**config.mk**
```make
export PLATFORM = sky130hd
export DESIGN_NAME = alu_operand_seq
export DESIGN_NICKNAME = d
export VERILOG_FILES = /design/src/rtl/alu_operand_seq.sv
export SDC_FILE = /design/constraint.sdc
export NUM_CORES = 1
export LEC_CHECK = 0
export CAP_MARGIN = 20
export CELL_PAD_IN_SITES_DETAIL_PLACEMENT = 1
export CELL_PAD_IN_SITES_GLOBAL_PLACEMENT = 2
export CORE_MARGIN = 2
export CORE_UTILIZATION = 40
export CTS_CLUSTER_SIZE = 30
export DETAILED_ROUTE_END_ITERATION = 12
export GPL_TIMING_DRIVEN = 0
export PLACE_DENSITY_LB_ADDON = 0.25
export SETUP_SLACK_MARGIN = 0.02
export SLEW_MARGIN = 15
export SYNTH_ARGS = -nofsm -noshare
export SYNTH_HDL_FRONTEND = slang
export SYNTH_SLANG_ARGS = --single-unit
```
**constraint.sdc**
```tcl
create_clock -name clk -period 3.27 [get_ports clk]
set_clock_uncertainty 0.15 [all_clocks]
set_input_delay 0.654 -clock clk [delete_from_list [all_inputs] [get_ports clk]]
set_output_delay 0.654 -clock clk [all_outputs]
set_load 0.05 [all_outputs]
```
**src/rtl/alu_operand_seq.sv**
```systemverilog
// rtl/alu_operand_seq.sv - operand fetch / issue / writeback stage feeding a combinational ALU
module alu_operand_seq #(
  parameter int WIDTH = 16
) (
  input  logic             clk,
  input  logic             rst,
  input  logic             cmd_valid,
  output logic             cmd_ready,
  input  logic [2:0]       cmd_op,
  input  logic [2:0]       cmd_ra,
  input  logic [2:0]       cmd_rb,
  input  logic [2:0]       cmd_rd,
  input  logic             ld_en,
  input  logic [2:0]       ld_addr,
  input  logic [WIDTH-1:0] ld_data,
  output logic [2:0]       alu_op,
  output logic [WIDTH-1:0] alu_a,
  output logic [WIDTH-1:0] alu_b,
  input  logic [WIDTH-1:0] alu_out,
  output logic             res_valid,
  output logic [WIDTH-1:0] res_data,
  output logic [2:0]       res_rd,
  output logic             res_zero
);

  typedef enum logic {IDLE, ISSUE} state_t;

  state_t           state, state_nxt;
  logic [WIDTH-1:0] rf [8];
  logic [WIDTH-1:0] opa_q, opb_q;
  logic [2:0]       op_q, rd_q;
  logic             accept;
  logic             issuing;
  logic             ld_blocked;

  assign accept     = cmd_valid && cmd_ready;
  assign issuing    = (state == ISSUE);
  // the ALU writeback owns rf[rd] during ISSUE; a colliding direct load is dropped
  assign ld_blocked = issuing && (ld_addr == rd_q);

  // operand registers feed the ALU directly, so they hold between issues
  assign alu_op = op_q;
  assign alu_a  = opa_q;
  assign alu_b  = opb_q;

  // state register
  always_ff @(posedge clk) begin
    if (rst) state <= IDLE;
    else     state <= state_nxt;
  end

  // next-state logic: one ISSUE cycle per accepted command
  always_comb begin
    state_nxt = state;
    case (state)
      IDLE:    if (accept) state_nxt = ISSUE;
      ISSUE:   state_nxt = IDLE;
      default: state_nxt = IDLE;
    endcase
  end

  // output logic: only IDLE accepts, and never while reset is asserted
  always_comb begin
    cmd_ready = 1'b0;
    if (state == IDLE && !rst) cmd_ready = 1'b1;
  end

  // operand capture on accept, with same-cycle load bypass
  always_ff @(posedge clk) begin
    if (rst) begin
      op_q  <= '0;
      rd_q  <= '0;
      opa_q <= '0;
      opb_q <= '0;
    end else if (accept) begin
      op_q  <= cmd_op;
      rd_q  <= cmd_rd;
      opa_q <= (ld_en && ld_addr == cmd_ra) ? ld_data : rf[cmd_ra];
      opb_q <= (ld_en && ld_addr == cmd_rb) ? ld_data : rf[cmd_rb];
    end
  end

  // register file: direct loads in any state, ALU writeback at the end of ISSUE
  always_ff @(posedge clk) begin
    if (rst) begin
      for (int i = 0; i < 8; i++) rf[i] <= '0;
    end else begin
      if (ld_en && !ld_blocked) rf[ld_addr] <= ld_data;
      if (issuing)              rf[rd_q]    <= alu_out;
    end
  end

  // result capture: strobe for one cycle, data held until the next capture
  always_ff @(posedge clk) begin
    if (rst) begin
      res_valid <= 1'b0;
      res_data  <= '0;
      res_rd    <= '0;
      res_zero  <= 1'b1;
    end else begin
      res_valid <= issuing;
      if (issuing) begin
        res_data <= alu_out;
        res_rd   <= rd_q;
        res_zero <= (alu_out == '0);
      end
    end
  end

endmodule
```
# Yosys cells after proc, flatten, opt, wreduce, memory -nomap -nowiden
# Memories as Yosys holds them, arrays and structs flattened. A register that Yosys moved wholly into a read port is not among the register bits.
# Cells that the tools add are included.
# classes
n_addsub	0
mul	0
div_mod_pow	0
magnitude_cmp	0
eq_ne	1
shift	0
muxes	17
n_bitwise	1
reduce_logical	9
# op_table
op	n
16-bit 2-to-1 mux	2
16-bit OR reduction	2
16-bit logical NOT	1
1-bit 2-to-1 mux	12
3-bit 2-to-1 mux	2
1-bit logical AND	4
3-bit == test	1
1-bit logical NOT	2
1-bit one-hot mux with 2 select lines	1
1-bit NOT	1
# word_totals
ff_bits	28
latch_bits	0
ram_bits	128
romBits	0
out_inout_bits	57
elab_cells	36
n_memories	1
# memory_table
name	depth	width	rd	rd_clocked_by_memory_dff	wr	line	source
rf	8	16	2	2	8	29	logic [WIDTH-1:0] rf [8];

# Depth between registers and ports, before layout
# Gate-level depths: netlist (run 1).
# depth
ltp_word	9
depth_mapped	7
ltp_nobuf	4

# Worst setup path after synthesis (run 1)
# No wires, ideal clock.
# synth_timing
path_kind	input to output
start	input port rst
end	output port cmd_ready
arrival_time_ns	2.033
required_time_ns	2.466
path_slack_ns	0.433
cell_stages	5
n_path_buf	4
path_cell_list	buf_2 > buf_1 > clkbuf_1 > clkbuf_1 > nor2_1
# synth_between
elab_chain_cells	3
# synth_rtl
element	line	source
start, declared	6	input logic rst,
1-bit logical NOT	65	if (state == IDLE && !rst) cmd_ready = 1'b1;
1-bit logical AND	65	
1-bit 2-to-1 mux	65	
end, declared	8	output logic cmd_ready,
# No other way between the ends.

# Final worst setup path (run 1)
# Ends and elaborated chain as after synthesis.

==> results by group, run 1 <==
Floorplanning
  • Starting Density: 0.405
  • Die extent in x: 166 um
  • Die area: 27500 um^2
  • DIE HEIGHT: 166 um
  • CORE AREA: 25900 um^2
  • Num rows: 59
  • I/O Pins: 108

Synth
  • Post-synth net total: 832
  • Synth Flop Type: edfxtp_1
  • Post-Syn Area: 10500 um^2
  • Post-synth EDFFs: 128
  • Post-synthesis area per instance: 13.4 um^2
  • Async set or reset register ratio after synthesis: 0
  • Yosys warnings: 0
  • Sequential share of the synthesized area: 0.481
  • Distinct cell type count after synthesis: 47
  • Syn Inst Count: 781
  • Yosys reg bits: 188

CTS
  • Post-CTS sizing: 2
  • CTS Sinks: 188
  • Hold-fix buffers, CTS: 0
  • TritonCTS clock tree: yes
  • Root Driver: clkbuf_16
  • Postcts setup bufs: 0
  • Clock buffer depth: 2
  • CTS Buf Count: 17
  • Clock slew at reported path FFs: 70 ps
  • H-tree Lvls: 4
  • Worst-skew pair later-pin latency: 450 ps

STA
  • Worst Tran Pin Value: 1040 ps
  • Slew HR: 0.303
  • Fmax: 322 MHz
  • Setup violators final: 0
  • Crit path time final: 3110 ps
  • Max-slew violation total from the final report: 0
  • Tcrit/Tclk final: 0.951
  • Final WS setup: 161 ps
  • Final hold vios: 0
  • Unrepaired setup endpoints after global routing: no

GRT
  • Global-route wire length before repair: 48500 um
  • Largest net degree at the start of global routing: 20
  • Layer with the highest usage: met2
  • Vias in the first global route: 7882
  • Met3 usage: 0.0381
  • M2 GR Usage: 0.374
  • Global route total overflow: 0
  • Initial antenna violation count: 0
  • Tot GR Track Use: 0.229
  • GRT met1 Usage: 0.319

Cells and area
  • Layout cells sized above 1: 0.228
  • Nets: 916
  • Antenna diode count: 0
  • Most frequent cells in the layout: edfxtp_1 (128), a22o_1 (96), nand3_1 (65), clkdlybuf4s50_1 (65), mux4_2 (64)
  • Leading cell type in the layout, fill and taps excluded: edfxtp_1
  • Final Instance Area: 12200 um^2
  • Layout area overhead: 16.1%

Critical path
  • CP Data Required Time: 2470 ps
  • Critical Path AT: 2300 ps
  • Kind of start point of the critical path: primary input
  • Setup CP Type: in -> out
  • Crit-path max FO: 19
  • Endpoint class of the critical path: output port

Routing
  • DR pass1 iterations: 6
  • Post-Route WL: 31200 um
  • Via density: 6.09
  • DRC errors left: 0
  • Vias: 7385
  • Final ANT Viol Nets: 0
  • Average wire per standard cell: 25.7 um
  • Detailed Route Iter0 Violations: 662

Job
  • # Max-Cap Violations: 0

Run status
  • Status: finished clean

Placed design
  • Routability cong.: 0.835
  • Dpl cell area: 11600 um^2
  • Pre-CTS WS: -598 ps
  • Hpwl dp: 24500 um
  • PortBufs: 66

Hold path
  • Hold WC Path Type: reg -> reg

Power
  • Peak VDD IR: 332 uV
  • P_leak: 0.00434 uW
  • Power per cell area: 480 nW/um^2
[critical path: stages]
cell           delay, ps
buf_2                360
clkbuf_2             380
clkbuf_1             380
nor2_1                70
dlygate4sd2_1        450
[flip-flops by register name, summed over array words and instances, names as in the netlist]
signal / flops
rd_q: 3
rf: 128
res_data: 16
alu_b: 16
alu_a: 16
issuing: 1
res_rd: 3
alu_op: 3
res_valid: 1
res_zero: 1
[worst paths after layout]
path | endpoint | depth (start not counted) | slack (ps) | startpoint
worst max-delay path | cmd_ready | 5 | 160 | rst
worst min-delay path | res_rd[2] | 2 | 330 | res_rd[2]
worst max register to register | rf[4][10] | 4 | 470 | rd_q[2]
worst min register to register | res_rd[2] | 2 | 330 | res_rd[2]
[through the flow]
step / hold slack (ps) / power [uW] / instances / util / TNS, ps
final: 329 / 5850 / 1213 / 0.470 / 0
after global placement: 315 / 3710 / 1182 / 0.446 / -6470
after global routing: 359 / 6050 / 1213 / 0.470 / 0
after floorplan: 343 / 3430 / 781 / - / 0
after CTS: 337 / 5880 / 1213 / 0.470 / 0
after detailed placement: 325 / 3750 / 1182 / 0.446 / -12650
[power breakdown]
part / leakage, uW / internal, uW / switching, uW
Clock: 0.000304 / 1190 / 961
Combinational: 0.00220 / 361 / 597
Sequential: 0.00183 / 2670 / 73.9
Total: 0.00434 / 4220 / 1630
[per-layer routing]
metal  up-vias  wire, um
met5         -         0
met3        34      1830
met4         0       476
met1      3770     14100
li1       3299         -
met2       282     14800
[Yosys cell counts (all sizes together), types with 3 or more instances]
| master | n | area, um^2 |
|---|---|---|
| nor4 | 10 | 144 |
| nand3b | 40 | 300 |
| xnor2 | 3 | 33.8 |
| clkbuf | 57 | 259 |
| nor4b | 4 | 95.1 |
| nand2b | 3 | 18.8 |
| nand3 | 65 | 325 |
| nor3b | 16 | 120 |
| dfxtp | 60 | 1200 |
| buf | 51 | 349 |
| nand2 | 13 | 51.3 |
| edfxtp | 128 | 3840 |
| or3 | 9 | 63.8 |
| mux4 | 64 | 1440 |
| xor2 | 6 | 52.6 |
| mux2i | 50 | 500 |
| a22o | 128 | 1160 |
| a211o | 32 | 280 |
| nor3 | 4 | 30.0 |
| nor2 | 24 | 105 |
[layout make-up]
cell class | instances | area [um^2]
inverters | 2 | 7.51
repair buffers | 66 | 659
multi-input cells | 481 | 4810
clock buffers | 24 | 546
clock inverters | 8 | 68.8
well taps | 335 | 419
fillers | 2632 | 13700
flip-flops and latches | 188 | 5040
plain buffers | 109 | 623
[cell families after synthesis]
| logic type | share of synthesized area |
|---|---|
| AO/OA/AOI/OAI | 0.141 |
| XOR/XNOR | 0.00824 |
| buffers and inverters | 0.0604 |
| multiplexers | 0.185 |
| AND/OR/NAND/NOR | 0.124 |
| flip-flops | 0.481 |
Note: power is estimated with default switching activity, not from simulation.
==> run 2, diff against run 1 <==
Settings changed: CORE_MARGIN 2 to 1.5, GPL_ROUTABILITY_DRIVEN set to 0.
==> run 2 against run 1 <==
Clock-buffer cell count shrank 3; first-iteration DRC count shrank 19%; cell area shrank 0.30%; routed wire length shrank 2.1%; cell count is the same; non-clock buffer count is the same; power shrank 1.7%; worst setup slack gained 40 ps; global-route usage grew 0.34 points; clock power shrank 5%; critical path type unchanged; largest cell class unchanged.
==> results by group, run 2 (synthesized netlist as in run 1, its figures left out) <==
Floorplanning
  • DIE HEIGHT: 165 um (-0.60%)
  • Starting Density: 0.405 (unchanged)
  • Die area: 27200 um^2 (-1.2%)
  • I/O Pins: 108 (unchanged)
  • Die extent in x: 165 um (-0.60%)
  • Num rows: 59 (unchanged)
  • CORE AREA: 25900 um^2 (unchanged)

Placed design
  • Pre-CTS WS: -573 ps (+25.6 ps)
  • PortBufs: 66 (unchanged)
  • Inst Count DP: 1182 (unchanged)
  • Hpwl dp: 24400 um (-0.71%)

Cells and area
  • Nets: 916 (unchanged)
  • Leading cell type in the layout, fill and taps excluded: edfxtp_1
  • Layout area overhead: 15.8%
  • Post-layout util: 0.468 (-0.00140)
  • Register area: 5040 um^2 (unchanged)
  • Most frequent cells in the layout: edfxtp_1 (128), a22o_1 (96), nand3_1 (65), clkdlybuf4s50_1 (65), mux4_2 (64)
  • Multi-input gate area: 4810 um^2 (unchanged)
  • Number of flip-flops in the largest register: 128 (unchanged)
  • Layout cells sized above 1: 0.227 (-0.00114)
  • Antenna diode count: 0 (unchanged)
  • Fillers: 2618 (-0.53%)
  • Number of cells in the finished layout apart from fillers: 1213 (unchanged)
  • Largest reg by FF count: rf

Routing
  • Average wire per standard cell: 25.2 um (-2.1%)
  • Post-Route WL: 30600 um (-2.1%)
  • DR pass1 iterations: 7 (+1)
  • Detailed Route Iter0 Violations: 539 (-19%)
  • Via density: 6.02 (-1.0%)
  • Vias: 7308 (-1.0%)
  • DRC errors left: 0 (unchanged)
  • Final ANT Viol Nets: 0 (unchanged)

Critical path
  • Kind of start point of the critical path: primary input
  • Reg-to-reg setup timing slack: 480 ps (about the same)
  • R2R depth: 6 (+2)
  • Worst r2r src: rd_q[1]
  • Launch point of the worst path: rst
  • Setup CP Type: in -> out
  • Endpoint class of the critical path: output port
  • CP Data Required Time: 2470 ps (about the same)
  • Reg-to-reg endpoint: rf[7][9]
  • Crit-path max FO: 19 (unchanged)
  • Critical Path AT: 2270 ps (-30 ps)

Hold path
  • Hold depth: 2 (unchanged)
  • Hold Crit Start: alu_op[2]
  • Hold WC Path Type: reg -> reg
  • Hold path endpoint: alu_op[2]

Power
  • P_leak: 0.00431 uW (-0.52%)
  • Peak VDD IR: 323 uV (-2.9%)
  • Power after layout: 5750 uW (-1.7%)
  • Power per cell area: 474 nW/um^2 (-1.4%)

GRT
  • Initial antenna violation count: 0 (unchanged)
  • Vias in the first global route: 7725 (-2.0%)
  • Largest net degree at the start of global routing: 20 (unchanged)
  • Global route total overflow: 0 (unchanged)
  • Global-route wire length before repair: 46700 um (-3.7%)
  • Tot GR Track Use: 0.232 (+0.00341)

Job
  • # Max-Cap Violations: 0 (unchanged)

STA
  • Unrepaired setup endpoints after global routing: no
  • Final hold vios: 0 (unchanged)
  • Max-slew violation total from the final report: 0 (unchanged)
  • Worst Tran Pin Value: 946 ps (-90.3 ps)
  • Final WS setup: 201 ps (+39.6 ps)
  • Tcrit/Tclk final: 0.939 (-0.0121)
  • Setup violators final: 0 (unchanged)
  • Fmax: 326 MHz (+1.3%)
  • Min Hold Slack: 335 ps (+5.86 ps)
  • Slew HR: 0.364 (+0.0607)
  • Crit path time final: 3070 ps (-39.6 ps)

CTS
  • Worst-skew pair later-pin latency: 440 ps (about the same)
  • CTS Buf Count: 17 (unchanged)
  • Root Driver: clkbuf_16
  • H-tree Lvls: 4 (unchanged)
  • TritonCTS clock tree: yes
  • Postcts setup bufs: 0 (unchanged)
  • Clock buffer depth: 2 (unchanged)
  • Clock slew at reported path FFs: 80 ps (about the same)
  • CTS Sinks: 188 (unchanged)
  • Hold-fix buffers, CTS: 0 (unchanged)

Run status
  • Status: finished clean
==> run 2: worst max path at each step <==
stage	to	slack [ps]	cells after the start
final	cmd_ready	200	5
after global routing	cmd_ready	60	5
after CTS	cmd_ready	160	5
after detailed placement	cmd_ready	-570	6
after global placement	cmd_ready	-570	6
after floorplan	cmd_ready	430	5
==> run 2: through the flow <==
step	instance area (um^2)	TNS (ps)
2_1_floorplan	10500	0
3_3_place_gp	11600	-6520
3_5_place_dp	11600	-14180
4_1_cts	12100	0
5_1_grt	12100	0
6_report	12100	0
==> run 2: area by class of cell <==
class	count	area share
well taps	335	0.0345
clock inverters	11	0.00783
plain buffers	109	0.0513
clock buffers	21	0.0398
flip-flops and latches	188	0.416
repair buffers	66	0.0543
multi-input cells	481	0.396
inverters	2	0.000618
==> run 2: power by group <==
group	switching, uW	leakage (uW)	total (uW)	internal [uW]
sequential	72.0	0.00183	2740	2670
combinational	596	0.00220	957	361
clock	966	0.000282	2050	1090
total	1630	0.00431	5750	4120
==> run 2: timing repair <==
item | in CTS | in global routing
gates resized for setup | 2 | 0
endpoints found under the hold margin | 0 | 0
setup endpoints to repair | 1 | 0
==> run 2: per-layer routing <==
layer  share of wire  vias to the layer above  global-route usage
met2            0.47                      253               0.378
met3           0.052                       21              0.0342
met5               0                        -                   0
met4           0.011                        0              0.0528
met1            0.47                     3733               0.328
li1                -                     3301                   -
==> run 2: worst max-delay path, cell delays in order <==
cell           delay, ps
buf_2                350
clkbuf_2             350
clkbuf_1             380
nor2_1                70
dlygate4sd2_1        450
==> run 3, diff against run 2 <==
Settings changed: CELL_PAD_IN_SITES_DETAIL_PLACEMENT 1 to 2.
==> run 3 against run 2 <==
Non-clock buffer count decreased by 1; clock power is 2% higher; highest routed layer unchanged; largest cell class unchanged; largest power group unchanged; critical endpoint unchanged; via count up 4.4%.
==> results by group, run 3 (synthesized netlist as in run 1, its figures left out) <==
Critical path
  • Delay-heaviest family, CP: buffers and inverters
  • Slowest cell on the critical path: clkdlybuf4s50_1
  • Endpoint class of the critical path: output port
  • Worst path bufs/invs: 3 (-1)
  • Kind of start point of the critical path: primary input
  • Setup CP Type: in -> out
  • CP Data Required Time: 2470 ps (about the same)
  • Cells along the critical path: buf_2 > clkbuf_2 > nor2_1 > clkdlybuf4s50_1
  • Critical Path AT: 2340 ps (+70 ps)
  • CP max stage delay: 720 ps (+270 ps)
  • Crit-path max FO: 19 (unchanged)

CTS
  • H-tree Lvls: 4 (unchanged)
  • Worst-skew pair later-pin latency: 440 ps (about the same)
  • CTS Buf Count: 17 (unchanged)
  • CTS Sinks: 188 (unchanged)
  • Root Driver: clkbuf_16
  • Clock buffer depth: 2 (unchanged)
  • Postcts setup bufs: 0 (unchanged)
  • Hold-fix buffers, CTS: 0 (unchanged)
  • TritonCTS clock tree: yes
  • Clock slew at reported path FFs: 70 ps (about the same)

Placed design
  • PortBufs: 66 (unchanged)
  • Hpwl dp: 27100 um (+11%)
  • Inst Count DP: 1182 (unchanged)

Cells and area
  • Multi-input gate area: 4810 um^2 (unchanged)
  • Fillers: 2514 (-4.0%)
  • Number of cells in the finished layout apart from fillers: 1212 (-0.082%)
  • Register area: 5040 um^2 (unchanged)
  • Nets: 915 (-0.11%)
  • Layout cells sized above 1: 0.229 (+0.00254)
  • Antenna diode count: 0 (unchanged)
  • Layout area overhead: 15.6%
  • Largest reg by FF count: rf
  • Leading cell type in the layout, fill and taps excluded: edfxtp_1
  • Number of flip-flops in the largest register: 128 (unchanged)
  • Most frequent cells in the layout: edfxtp_1 (128), a22o_1 (96), clkdlybuf4s50_1 (66)

Floorplanning
  • DIE HEIGHT: 165 um (unchanged)
  • Die extent in x: 165 um (unchanged)
  • I/O Pins: 108 (unchanged)
  • CORE AREA: 25900 um^2 (unchanged)
  • Starting Density: 0.405 (unchanged)
  • Num rows: 59 (unchanged)
  • Die area: 27200 um^2 (unchanged)

Power
  • P_leak: 0.00430 uW (-0.29%)
  • Combinational power share: 0.169 (+0.003)
  • Switching power: 1740 uW (+6.6%)
  • Int Power: 4100 uW (-0.49%)
  • Register share of total power: 0.471 (-0.006)
  • Peak VDD IR: 332 uV (+2.8%)
  • Sw Ratio: 0.298 (+0.0142)
  • Clock Power Share: 0.360 (+0.003)
  • Power per cell area: 482 nW/um^2 (+1.7%)

GRT
  • Initial antenna violation count: 0 (unchanged)
  • Vias in the first global route: 8245 (+6.7%)
  • Largest net degree at the start of global routing: 20 (unchanged)
  • Global-route wire length before repair: 53300 um (+14%)
  • Tot GR Track Use: 0.269 (+0.0368)
  • Global route total overflow: 0 (unchanged)

STA
  • Setup violators final: 0 (unchanged)
  • Slew HR: 0.307 (-0.0568)
  • Final hold vios: 0 (unchanged)
  • Min Hold Slack: 345 ps (+9.93 ps)
  • Worst Tran Pin Value: 1030 ps (+84.5 ps)
  • Crit path time final: 3140 ps (+70.4 ps)
  • Max-slew violation total from the final report: 0 (unchanged)
  • Unrepaired setup endpoints after global routing: no
  • Tcrit/Tclk final: 0.960 (+0.0215)
  • Fmax: 319 MHz (-2.2%)

Routing
  • DR pass1 iterations: 5 (-2)
  • Final ANT Viol Nets: 0 (unchanged)
  • Detailed Route Iter0 Violations: 580 (+7.6%)
  • Post-Route WL: 35500 um (+16%)
  • Vias: 7630 (+4.4%)
  • Via density: 6.30 (+4.5%)
  • DRC errors left: 0 (unchanged)
  • Average wire per standard cell: 29.3 um (+16%)

Job
  • # Max-Cap Violations: 0 (unchanged)

Hold path
  • Hold WC Path Type: reg -> reg

Run status
  • Status: finished clean
-- run 3: cell types whose count changed in the layout (fill, tap and decap cells not counted), sizes merged --
cell | previous run | this run
dlygate4sd2 | 1 | 0
inv | 7 | 8
clkdlybuf4s50 | 65 | 66
bufinv | 0 | 1
clkinvlp | 1 | 3
clkbuf | 78 | 73
-- run 3: worst register-to-register path: stages, from the launching register on --
cell	delay (ps)
dfxtp_1	480
nand2_2	210
nor4_2	810
nor4_4	160
or3_1	700
-- run 3: worst paths after layout --
kind | from | cells after the start | slack [ps] | endpoint
setup / recovery | rst | 4 | 130 | cmd_ready
hold / removal | res_zero | 2 | 350 | res_zero
setup reg to reg | rd_q[2] | 4 | 400 | rf[4][9]
hold reg to reg | res_zero | 2 | 350 | res_zero
-- run 3: routing by layer --
layer / track usage / part of all wire / up-vias
li1: - / - / 3296
met5: 0 / 0 / -
met2: 0.456 / 0.49 / 280
met3: 0.0497 / 0.054 / 46
met1: 0.355 / 0.44 / 4008
met4: 0.0688 / 0.017 / 0
-- run 3: power groups by stage --
stage	logic [uW]	clock network (uW)	registers, uW
floorplan	508	0	2920
global placement	935	0	2780
detailed placement	975	0	2800
CTS	986	2110	2750
global route	1040	2200	2760
finish	985	2100	2750
-- run 3: through the flow --
stage / worst slack (ps) / utilization / instance area [um^2] / setup TNS (ps) / power, uW
2_1_floorplan: 433 / - / 10500 / 0 / 3430
3_3_place_gp: -574 / 0.446 / 11600 / -6520 / 3710
3_5_place_dp: -653 / 0.446 / 11600 / -15590 / 3780
4_1_cts: 59.3 / 0.468 / 12100 / 0 / 5850
5_1_grt: 27.8 / 0.468 / 12100 / 0 / 6010
6_report: 131 / 0.468 / 12100 / 0 / 5840
-- run 3: repair_timing --
action                     4_1_cts  5_1_grt
gates cloned                     0        0
resized for setup                1        2
pin swaps                        0        0
setup endpoints to repair        1        1
-- run 3: layout make-up --
class	instances	area share
Multi-Input combinational cell	481	0.397
Clock inverter	15	0.0113
Clock buffer	17	0.0351
Inverter	2	0.000619
Timing Repair Buffer	66	0.0545
Buffer	108	0.0512
Sequential cell	188	0.416
Tap cell	335	0.0346
